`src/rtl/dram_request_queue_pkg.sv`:
```
// Shared types for the trace-parser to DRAM-controller request path:
// opcode enum, decoded address fields and the queue entry layout.
package dram_request_queue_pkg;

  localparam int ADDRESS_WIDTH   = 32;
  localparam int BG_BITS         = 2;
  localparam int BANK_BITS       = 2;
  localparam int COLUMN_BITS     = 8;
  localparam int ROW_BITS        = 14;
  localparam int LIFE_WIDTH      = 7;
  localparam int CPU_CLOCK_WIDTH = 64;

  typedef enum logic [1:0] {
    DATA_READ    = 2'd0,
    DATA_WRITE   = 2'd1,
    OPCODE_FETCH = 2'd2,
    NOP          = 2'd3
  } parsed_op_t;

  typedef struct packed {
    logic [BG_BITS-1:0]     bg;
    logic [BANK_BITS-1:0]   bank;
    logic [COLUMN_BITS-1:0] column;
    logic [ROW_BITS-1:0]    row;
  } decoded_addr_t;

  typedef struct packed {
    logic [CPU_CLOCK_WIDTH-1:0] cpu_clock;
    parsed_op_t                 opcode;
    logic [ADDRESS_WIDTH-1:0]   address;
    decoded_addr_t              decoded;
    logic [LIFE_WIDTH-1:0]      age;
  } req_entry_t;

  // Age counters stick at all-ones so a long-stalled head never looks young again.
  function automatic logic [LIFE_WIDTH-1:0] age_step(input logic [LIFE_WIDTH-1:0] age);
    return (&age) ? age : age + LIFE_WIDTH'(1);
  endfunction

endpackage

```
`src/rtl/dram_request_queue_if.sv`:
```
// Enqueue/dequeue bundle of the request queue. The slave side is the queue,
// the master side drives requests in and takes the head out.
interface dram_request_queue_if #(
  parameter int DEPTH = 16
);
  import dram_request_queue_pkg::*;

  logic                        in_valid;
  logic                        in_ready;
  parsed_op_t                  in_opcode;
  logic [ADDRESS_WIDTH-1:0]    in_address;
  logic [CPU_CLOCK_WIDTH-1:0]  in_cpu_clock;

  logic                        out_valid;
  logic                        out_ready;
  parsed_op_t                  out_opcode;
  logic [ADDRESS_WIDTH-1:0]    out_address;
  logic [BG_BITS-1:0]          out_bank_group;
  logic [BANK_BITS-1:0]        out_bank;
  logic [COLUMN_BITS-1:0]      out_column;
  logic [ROW_BITS-1:0]         out_row;
  logic [CPU_CLOCK_WIDTH-1:0]  out_cpu_clock;
  logic [LIFE_WIDTH-1:0]       out_age;
  logic                        head_expired;
  logic [$clog2(DEPTH):0]      count;

  modport slave (
    input  in_valid, in_opcode, in_address, in_cpu_clock, out_ready,
    output in_ready, out_valid, out_opcode, out_address, out_bank_group,
           out_bank, out_column, out_row, out_cpu_clock, out_age,
           head_expired, count
  );

  modport master (
    output in_valid, in_opcode, in_address, in_cpu_clock, out_ready,
    input  in_ready, out_valid, out_opcode, out_address, out_bank_group,
           out_bank, out_column, out_row, out_cpu_clock, out_age,
           head_expired, count
  );

endinterface

```
`src/rtl/dram_addr_decode.sv`:
```
// Combinational split of a physical address into bank group, bank, column
// and row; offsets and widths are parameters so the controller can reuse it.
module dram_addr_decode #(
  parameter int ADDRESS_WIDTH = 32,
  parameter int BG_OFFSET     = 6,
  parameter int BG_BITS       = 2,
  parameter int BANK_OFFSET   = 8,
  parameter int BANK_BITS     = 2,
  parameter int COLUMN_OFFSET = 10,
  parameter int COLUMN_BITS   = 8,
  parameter int ROW_OFFSET    = 18,
  parameter int ROW_BITS      = 14
) (
  input  logic [ADDRESS_WIDTH-1:0] address,
  output logic [BG_BITS-1:0]       bank_group,
  output logic [BANK_BITS-1:0]     bank,
  output logic [COLUMN_BITS-1:0]   column,
  output logic [ROW_BITS-1:0]      row
);

  // Shift then truncate: equivalent to (address >> OFFSET) & mask.
  assign bank_group = BG_BITS'(address >> BG_OFFSET);
  assign bank       = BANK_BITS'(address >> BANK_OFFSET);
  assign column     = COLUMN_BITS'(address >> COLUMN_OFFSET);
  assign row        = ROW_BITS'(address >> ROW_OFFSET);

endmodule

```
`src/rtl/dram_request_queue.sv`:
```
// In-order request queue between trace parser and DRAM controller: drops NOPs,
// decodes addresses at enqueue and ages resident entries for starvation flagging.
module dram_request_queue
  import dram_request_queue_pkg::*;
#(
  parameter int DEPTH         = 16,
  parameter int BG_OFFSET     = 6,
  parameter int BANK_OFFSET   = 8,
  parameter int COLUMN_OFFSET = 10,
  parameter int ROW_OFFSET    = 18,
  parameter int LIFE_LIMIT    = 100
) (
  input  logic                 clock,
  input  logic                 reset,
  dram_request_queue_if.slave  q
);

  localparam int PTR_WIDTH   = $clog2(DEPTH);
  localparam int COUNT_WIDTH = PTR_WIDTH + 1;

  req_entry_t             entries [DEPTH];
  logic [DEPTH-1:0]       valid;
  logic [PTR_WIDTH-1:0]   head;
  logic [PTR_WIDTH-1:0]   tail;
  logic [COUNT_WIDTH-1:0] count_q;

  logic full;
  logic empty;
  logic push;
  logic pop;

  logic [BG_BITS-1:0]     dec_bg;
  logic [BANK_BITS-1:0]   dec_bank;
  logic [COLUMN_BITS-1:0] dec_column;
  logic [ROW_BITS-1:0]    dec_row;
  req_entry_t             head_entry;

  dram_addr_decode #(
    .ADDRESS_WIDTH (ADDRESS_WIDTH),
    .BG_OFFSET     (BG_OFFSET),
    .BG_BITS       (BG_BITS),
    .BANK_OFFSET   (BANK_OFFSET),
    .BANK_BITS     (BANK_BITS),
    .COLUMN_OFFSET (COLUMN_OFFSET),
    .COLUMN_BITS   (COLUMN_BITS),
    .ROW_OFFSET    (ROW_OFFSET),
    .ROW_BITS      (ROW_BITS)
  ) u_decode (
    .address    (q.in_address),
    .bank_group (dec_bg),
    .bank       (dec_bank),
    .column     (dec_column),
    .row        (dec_row)
  );

  // in_ready depends only on occupancy, so a pop never frees room for a same-cycle push.
  assign full       = (count_q == COUNT_WIDTH'(DEPTH));
  assign empty      = (count_q == '0);
  assign push       = q.in_valid && !full && (q.in_opcode != NOP);
  assign pop        = !empty && q.out_ready;
  assign head_entry = entries[head];

  assign q.in_ready  = !full;
  assign q.out_valid = !empty;
  assign q.count     = count_q;

  always_comb begin
    q.out_opcode     = DATA_READ;
    q.out_address    = '0;
    q.out_bank_group = '0;
    q.out_bank       = '0;
    q.out_column     = '0;
    q.out_row        = '0;
    q.out_cpu_clock  = '0;
    q.out_age        = '0;
    q.head_expired   = 1'b0;
    if (!empty) begin
      q.out_opcode     = head_entry.opcode;
      q.out_address    = head_entry.address;
      q.out_bank_group = head_entry.decoded.bg;
      q.out_bank       = head_entry.decoded.bank;
      q.out_column     = head_entry.decoded.column;
      q.out_row        = head_entry.decoded.row;
      q.out_cpu_clock  = head_entry.cpu_clock;
      q.out_age        = head_entry.age;
      q.head_expired   = (head_entry.age >= LIFE_WIDTH'(LIFE_LIMIT));
    end
  end

  // The push write comes last so a freshly written slot starts at age 0.
  always_ff @(posedge clock) begin
    if (reset) begin
      head    <= '0;
      tail    <= '0;
      count_q <= '0;
      valid   <= '0;
      for (int i = 0; i < DEPTH; i++) begin
        entries[i] <= '0;
      end
    end else begin
      for (int i = 0; i < DEPTH; i++) begin
        if (valid[i]) begin
          entries[i].age <= age_step(entries[i].age);
        end
      end
      if (pop) begin
        valid[head] <= 1'b0;
        head        <= head + PTR_WIDTH'(1);
      end
      if (push) begin
        valid[tail]   <= 1'b1;
        entries[tail] <= '{cpu_clock: q.in_cpu_clock,
                           opcode:    q.in_opcode,
                           address:   q.in_address,
                           decoded:   '{bg: dec_bg, bank: dec_bank,
                                        column: dec_column, row: dec_row},
                           age:       '0};
        tail          <= tail + PTR_WIDTH'(1);
      end
      unique case ({push, pop})
        2'b10:   count_q <= count_q + COUNT_WIDTH'(1);
        2'b01:   count_q <= count_q - COUNT_WIDTH'(1);
        default: count_q <= count_q;
      endcase
    end
  end

endmodule

```
`src/flat_wrapper.sv`:
```
// flat-port wrapper written by rule: the top's interface ports become plain ports
module dram_request_queue_flat import dram_request_queue_pkg::*;
#(
  parameter int DEPTH         = 16,
  parameter int BG_OFFSET     = 6,
  parameter int BANK_OFFSET   = 8,
  parameter int COLUMN_OFFSET = 10,
  parameter int ROW_OFFSET    = 18,
  parameter int LIFE_LIMIT    = 100
)
  (clock, reset, q_in_valid, q_in_opcode, q_in_address, q_in_cpu_clock, q_out_ready, q_in_ready, q_out_valid, q_out_opcode, q_out_address, q_out_bank_group, q_out_bank, q_out_column, q_out_row, q_out_cpu_clock, q_out_age, q_head_expired, q_count);
  dram_request_queue_if #(.DEPTH(DEPTH)) q_i ();
  input  logic clock;
  input  logic reset;
  input wire logic [$bits(q_i.in_valid)-1:0] q_in_valid;
  input wire logic [$bits(q_i.in_opcode)-1:0] q_in_opcode;
  input wire logic [$bits(q_i.in_address)-1:0] q_in_address;
  input wire logic [$bits(q_i.in_cpu_clock)-1:0] q_in_cpu_clock;
  input wire logic [$bits(q_i.out_ready)-1:0] q_out_ready;
  output wire logic [$bits(q_i.in_ready)-1:0] q_in_ready;
  output wire logic [$bits(q_i.out_valid)-1:0] q_out_valid;
  output wire logic [$bits(q_i.out_opcode)-1:0] q_out_opcode;
  output wire logic [$bits(q_i.out_address)-1:0] q_out_address;
  output wire logic [$bits(q_i.out_bank_group)-1:0] q_out_bank_group;
  output wire logic [$bits(q_i.out_bank)-1:0] q_out_bank;
  output wire logic [$bits(q_i.out_column)-1:0] q_out_column;
  output wire logic [$bits(q_i.out_row)-1:0] q_out_row;
  output wire logic [$bits(q_i.out_cpu_clock)-1:0] q_out_cpu_clock;
  output wire logic [$bits(q_i.out_age)-1:0] q_out_age;
  output wire logic [$bits(q_i.head_expired)-1:0] q_head_expired;
  output wire logic [$bits(q_i.count)-1:0] q_count;
  assign q_i.in_valid = q_in_valid;
  assign q_i.in_opcode = q_in_opcode;
  assign q_i.in_address = q_in_address;
  assign q_i.in_cpu_clock = q_in_cpu_clock;
  assign q_i.out_ready = q_out_ready;
  assign q_in_ready = q_i.in_ready;
  assign q_out_valid = q_i.out_valid;
  assign q_out_opcode = q_i.out_opcode;
  assign q_out_address = q_i.out_address;
  assign q_out_bank_group = q_i.out_bank_group;
  assign q_out_bank = q_i.out_bank;
  assign q_out_column = q_i.out_column;
  assign q_out_row = q_i.out_row;
  assign q_out_cpu_clock = q_i.out_cpu_clock;
  assign q_out_age = q_i.out_age;
  assign q_head_expired = q_i.head_expired;
  assign q_count = q_i.count;
  dram_request_queue #(.DEPTH(DEPTH), .BG_OFFSET(BG_OFFSET), .BANK_OFFSET(BANK_OFFSET), .COLUMN_OFFSET(COLUMN_OFFSET), .ROW_OFFSET(ROW_OFFSET), .LIFE_LIMIT(LIFE_LIMIT)) u_core (.clock(clock), .reset(reset), .q(q_i));
endmodule
```
`config.mk`:
```
export PLATFORM = sky130hd
export DESIGN_NAME = dram_request_queue_flat
export DESIGN_NICKNAME = d
export VERILOG_FILES = /design/src/rtl/dram_request_queue_pkg.sv /design/src/rtl/dram_request_queue_if.sv /design/src/rtl/dram_addr_decode.sv /design/src/rtl/dram_request_queue.sv /design/src/flat_wrapper.sv
export SDC_FILE = /design/constraint.sdc
export NUM_CORES = 2
export LEC_CHECK = 0
export ABC_AREA = 1
export BUFFER_PORTS_ARGS = -buffer_cell sky130_fd_sc_hd__buf_2
export CELL_PAD_IN_SITES_DETAIL_PLACEMENT = 1
export CELL_PAD_IN_SITES_GLOBAL_PLACEMENT = 2
export CORE_MARGIN = 3
export CORE_UTILIZATION = 41
export DETAILED_ROUTE_END_ITERATION = 16
export PLACE_DENSITY_LB_ADDON = 0.3
export REMOVE_ABC_BUFFERS = 1
export SLEW_MARGIN = 20
export SYNTH_ARGS = -nofsm -noshare
export SYNTH_HDL_FRONTEND = slang
export SYNTH_SLANG_ARGS = --single-unit
```
`constraint.sdc`:
```
create_clock -name clock -period 6.85 [get_ports clock]
set_input_delay 0 -clock clock [delete_from_list [all_inputs] [get_ports clock]]
set_output_delay 0 -clock clock [all_outputs]
set_load 0.01 [all_outputs]
```
==> results.toml <==
[run_status]
run_status = "finished clean"

[cells_and_area]
area_growth_pct = 11.6
multi_input_area_um2 = 23500
drive_above_1_share = 0.0823
final_common_cell = "nor2_1"
mostFrequentLayoutCells = "nor2_1, edfxtp_1, o21ai_0, o211ai_1, nand2_1"
regArea_um2 = 50000
fin_nets = 7878
fill_cells = 20743

[global_route]
grt_pass1_vias = 61789
gr-total-overflow = 0
grt_usage = 0.275
antenna_found_initial = 5
grt_first_pass_wirelength_um = 399000
grt_max_degree = 247

[yosys]
synth_area_leader_cell = "edfxtp_1"
yosysSeqAreaShare = 0.645
syn_inst = 7806
yosysTopAreaCellShare = 0.607
synthTopCellsByArea = "edfxtp_1, nor2_1, o21ai_0"
yosysWarnings = 0
ys_ff_latch = 1713
syn_avg_cell_area_um2 = 9.93
netlist_area_um2 = 77500
synth_cell_type_count = 39

[timing]
hold_slack_ns = 0.233
period_minus_slack_ns = 4.74
slew_headroom = 0.197
finalWorstSetupSlack_ns = 2.11
final_hold_viol_count = 0
setup_viol = 0
worst_slew_pin_slew_ns = 1.20
fin_crit_sh = 0.692
skew_ns = 0.0259
max_freq_ghz = 0.211
slew_violations = 0
rsz0062_at_grt = "false"

[worst_setup_path]
ff2ff_path_depth = 9
required_ns = 6.85
cp-start-kind = "flop"
path_class = "flop to output port"
reg2reg_setup_slack_ns = 2.85
rr_endpoint = "u_core.entries[15][72]$_SDFFCE_PN0P_"
crit_path_end = "q_out_opcode[1]"
critPathCaptureType = "output port"
worst_ep_arrival_time_ns = 4.74
critical_path.max_fanout = 169
r2r_start = "u_core.q.count[2]$_SDFFE_PP0P_"

[detailed_routing]
drt_iter0_markers = 6249
dr.pass1.iters = 5
post_drt_via_cell_ratio = 5.77
vias = 59959
post_drt_wl_per_cell_um = 26.1
ant_nets = 0
wirelength_um = 271000
drt_drc_violations_left = 0

[power]
max-vdd-ir-drop_v = 0.000345
internal-power_mw = 19.3
pwr-share-comb = 0.266
switching_share = 0.348
pwr-share-seq = 0.408
leakagePower_nw = 32.6
p_sw_mw = 10.3
p_per_area_nw_per_um2 = 343
pwr-share-clk = 0.326

[floorplanning]
ios = 241
row_count = 158
dieHeight_um = 441
dieArea_um2 = 194000
die_w_um = 441
start_util = 0.415
design.core.area_um2 = 187000

[clock_network]
clock_sinks = 1713
insertion_delay_ns = 0.84
htree_num_levels = 4
clock_tree.root_cell = "clkbuf_16"
clock_path_buffers = 3
cts_buffers = 188
path_clk_slew_ns = 0.06
cts_resized = 0
tritoncts = "built"

[job]
drv_cap = 0

[placement]
dpl.hpwl_um = 138000
portBuffers = 240
routabilityCongestion = 0.782
pre_cts_ws_ns = 2.68

[hold_path]
hold_path.class = "input pin to flop"
metrics by stage:
stage	power (mW)	util	setup TNS (ns)	cells	cell area (um^2)
floorplan	17.2	-	-2970.52	7136	74300
global placement	20.0	0.427	0	9937	79800
detailed placement	20.2	0.427	0	9937	79800
CTS	29.9	0.464	0	10388	86500
global route	31.0	0.464	0	10388	86500
finish	29.7	0.464	0	10390	86500
timing repair:
action                    in CTS  in global routing
setup buffers                  0                  0
hold endpoints to repair    1641                  0
hold buffers                 102                  0
synth_stat cells, drive strengths merged:
library cell	n
a31oi	1
a21oi	216
dfxtp	145
clkinv	2
nor3	17
edfxtp	1568
o211ai	389
nand2	327
buf	322
a21boi	1
xor2	37
a211oi	1
nand4	13
nand3b	14
and2	1
ha	27
clkbuf	348
o21a	1
or2	13
o21ai	942
a21o	1
nor3b	3
o221ai	12
nand3	233
nor2	2908
inv	264
cell families after synthesis:
| group | count (synthesis) | synth area share |
|---|---|---|
| simple gates | 3529 | 0.178 |
| flops | 1713 | 0.645 |
| compound gates | 1564 | 0.114 |
| buf+inv | 936 | 0.0542 |
| xor+xnor | 37 | 0.00418 |
| fa+ha+maj | 27 | 0.00436 |
power groups by stage:
| stage | Combinational (mW) | Sequential (mW) | Clock [mW] |
|---|---|---|---|
| detailed placement | 7.88 | 12.3 | 0 |
| global route | 8.66 | 12.1 | 10.2 |
| CTS | 7.97 | 12.1 | 9.80 |
| global placement | 7.76 | 12.3 | 0 |
| finish | 7.90 | 12.1 | 9.67 |
| floorplan | 4.53 | 12.7 | 0 |
worst min-delay path by stage:
stage,start,endpoint,slack [ns],cells after the start
2_1_floorplan,reset,u_core.q.count[4]$_SDFFE_PP0P_,0.07,1
3_3_place_gp,u_core.entries[1][5]$_SDFFE_PP0P_,u_core.entries[1][5]$_SDFFE_PP0P_,0.45,2
3_5_place_dp,u_core.valid[6]$_SDFF_PP0_,u_core.entries[6][6]$_SDFFE_PP0P_,0.46,2
4_1_cts,reset,u_core.q.count[1]$_SDFFE_PP0P_,0.17,5
5_1_grt,reset,u_core.q.count[1]$_SDFFE_PP0P_,0.26,5
6_report,reset,u_core.q.count[1]$_SDFFE_PP0P_,0.23,5
critical path, cell delays in order (launching register included):
cell and delay, ns:
dfxtp_4 0.72, buf_12 0.47, buf_4 0.91, o21ai_0 0.21, o211ai_1 0.22, nand3_1 0.11
a21oi_1 0.58, buf_2 0.25
routing by layer:
| layer | vias to the layer above | global-route usage | share of wire |
|---|---|---|---|
| met5 | - | 0 | 0.000081 |
| met4 | 4 | 0.105 | 0.039 |
| met3 | 507 | 0.0373 | 0.062 |
| met2 | 2055 | 0.450 | 0.47 |
| met1 | 30878 | 0.374 | 0.43 |
| li1 | 26515 | - | - |
registers in the layout, indices dropped and copies added (netlist names), named ones only:
signal and flops:
u_core.tail 4, u_core.entries 1680, u_core.q.count 5, u_core.valid 16, u_core.head 4
layout make-up:
type,count,share of cell area
Sequential cell,1713,0.578
Antenna cell,2,0.0000578
Tap cell,2480,0.0359
Clock buffer,255,0.0582
Clock inverter,94,0.00817
Timing Repair Buffer,423,0.0353
Multi-Input combinational cell,5157,0.272
Inverter,266,0.0125
Note: power is estimated with default switching activity, not from simulation.
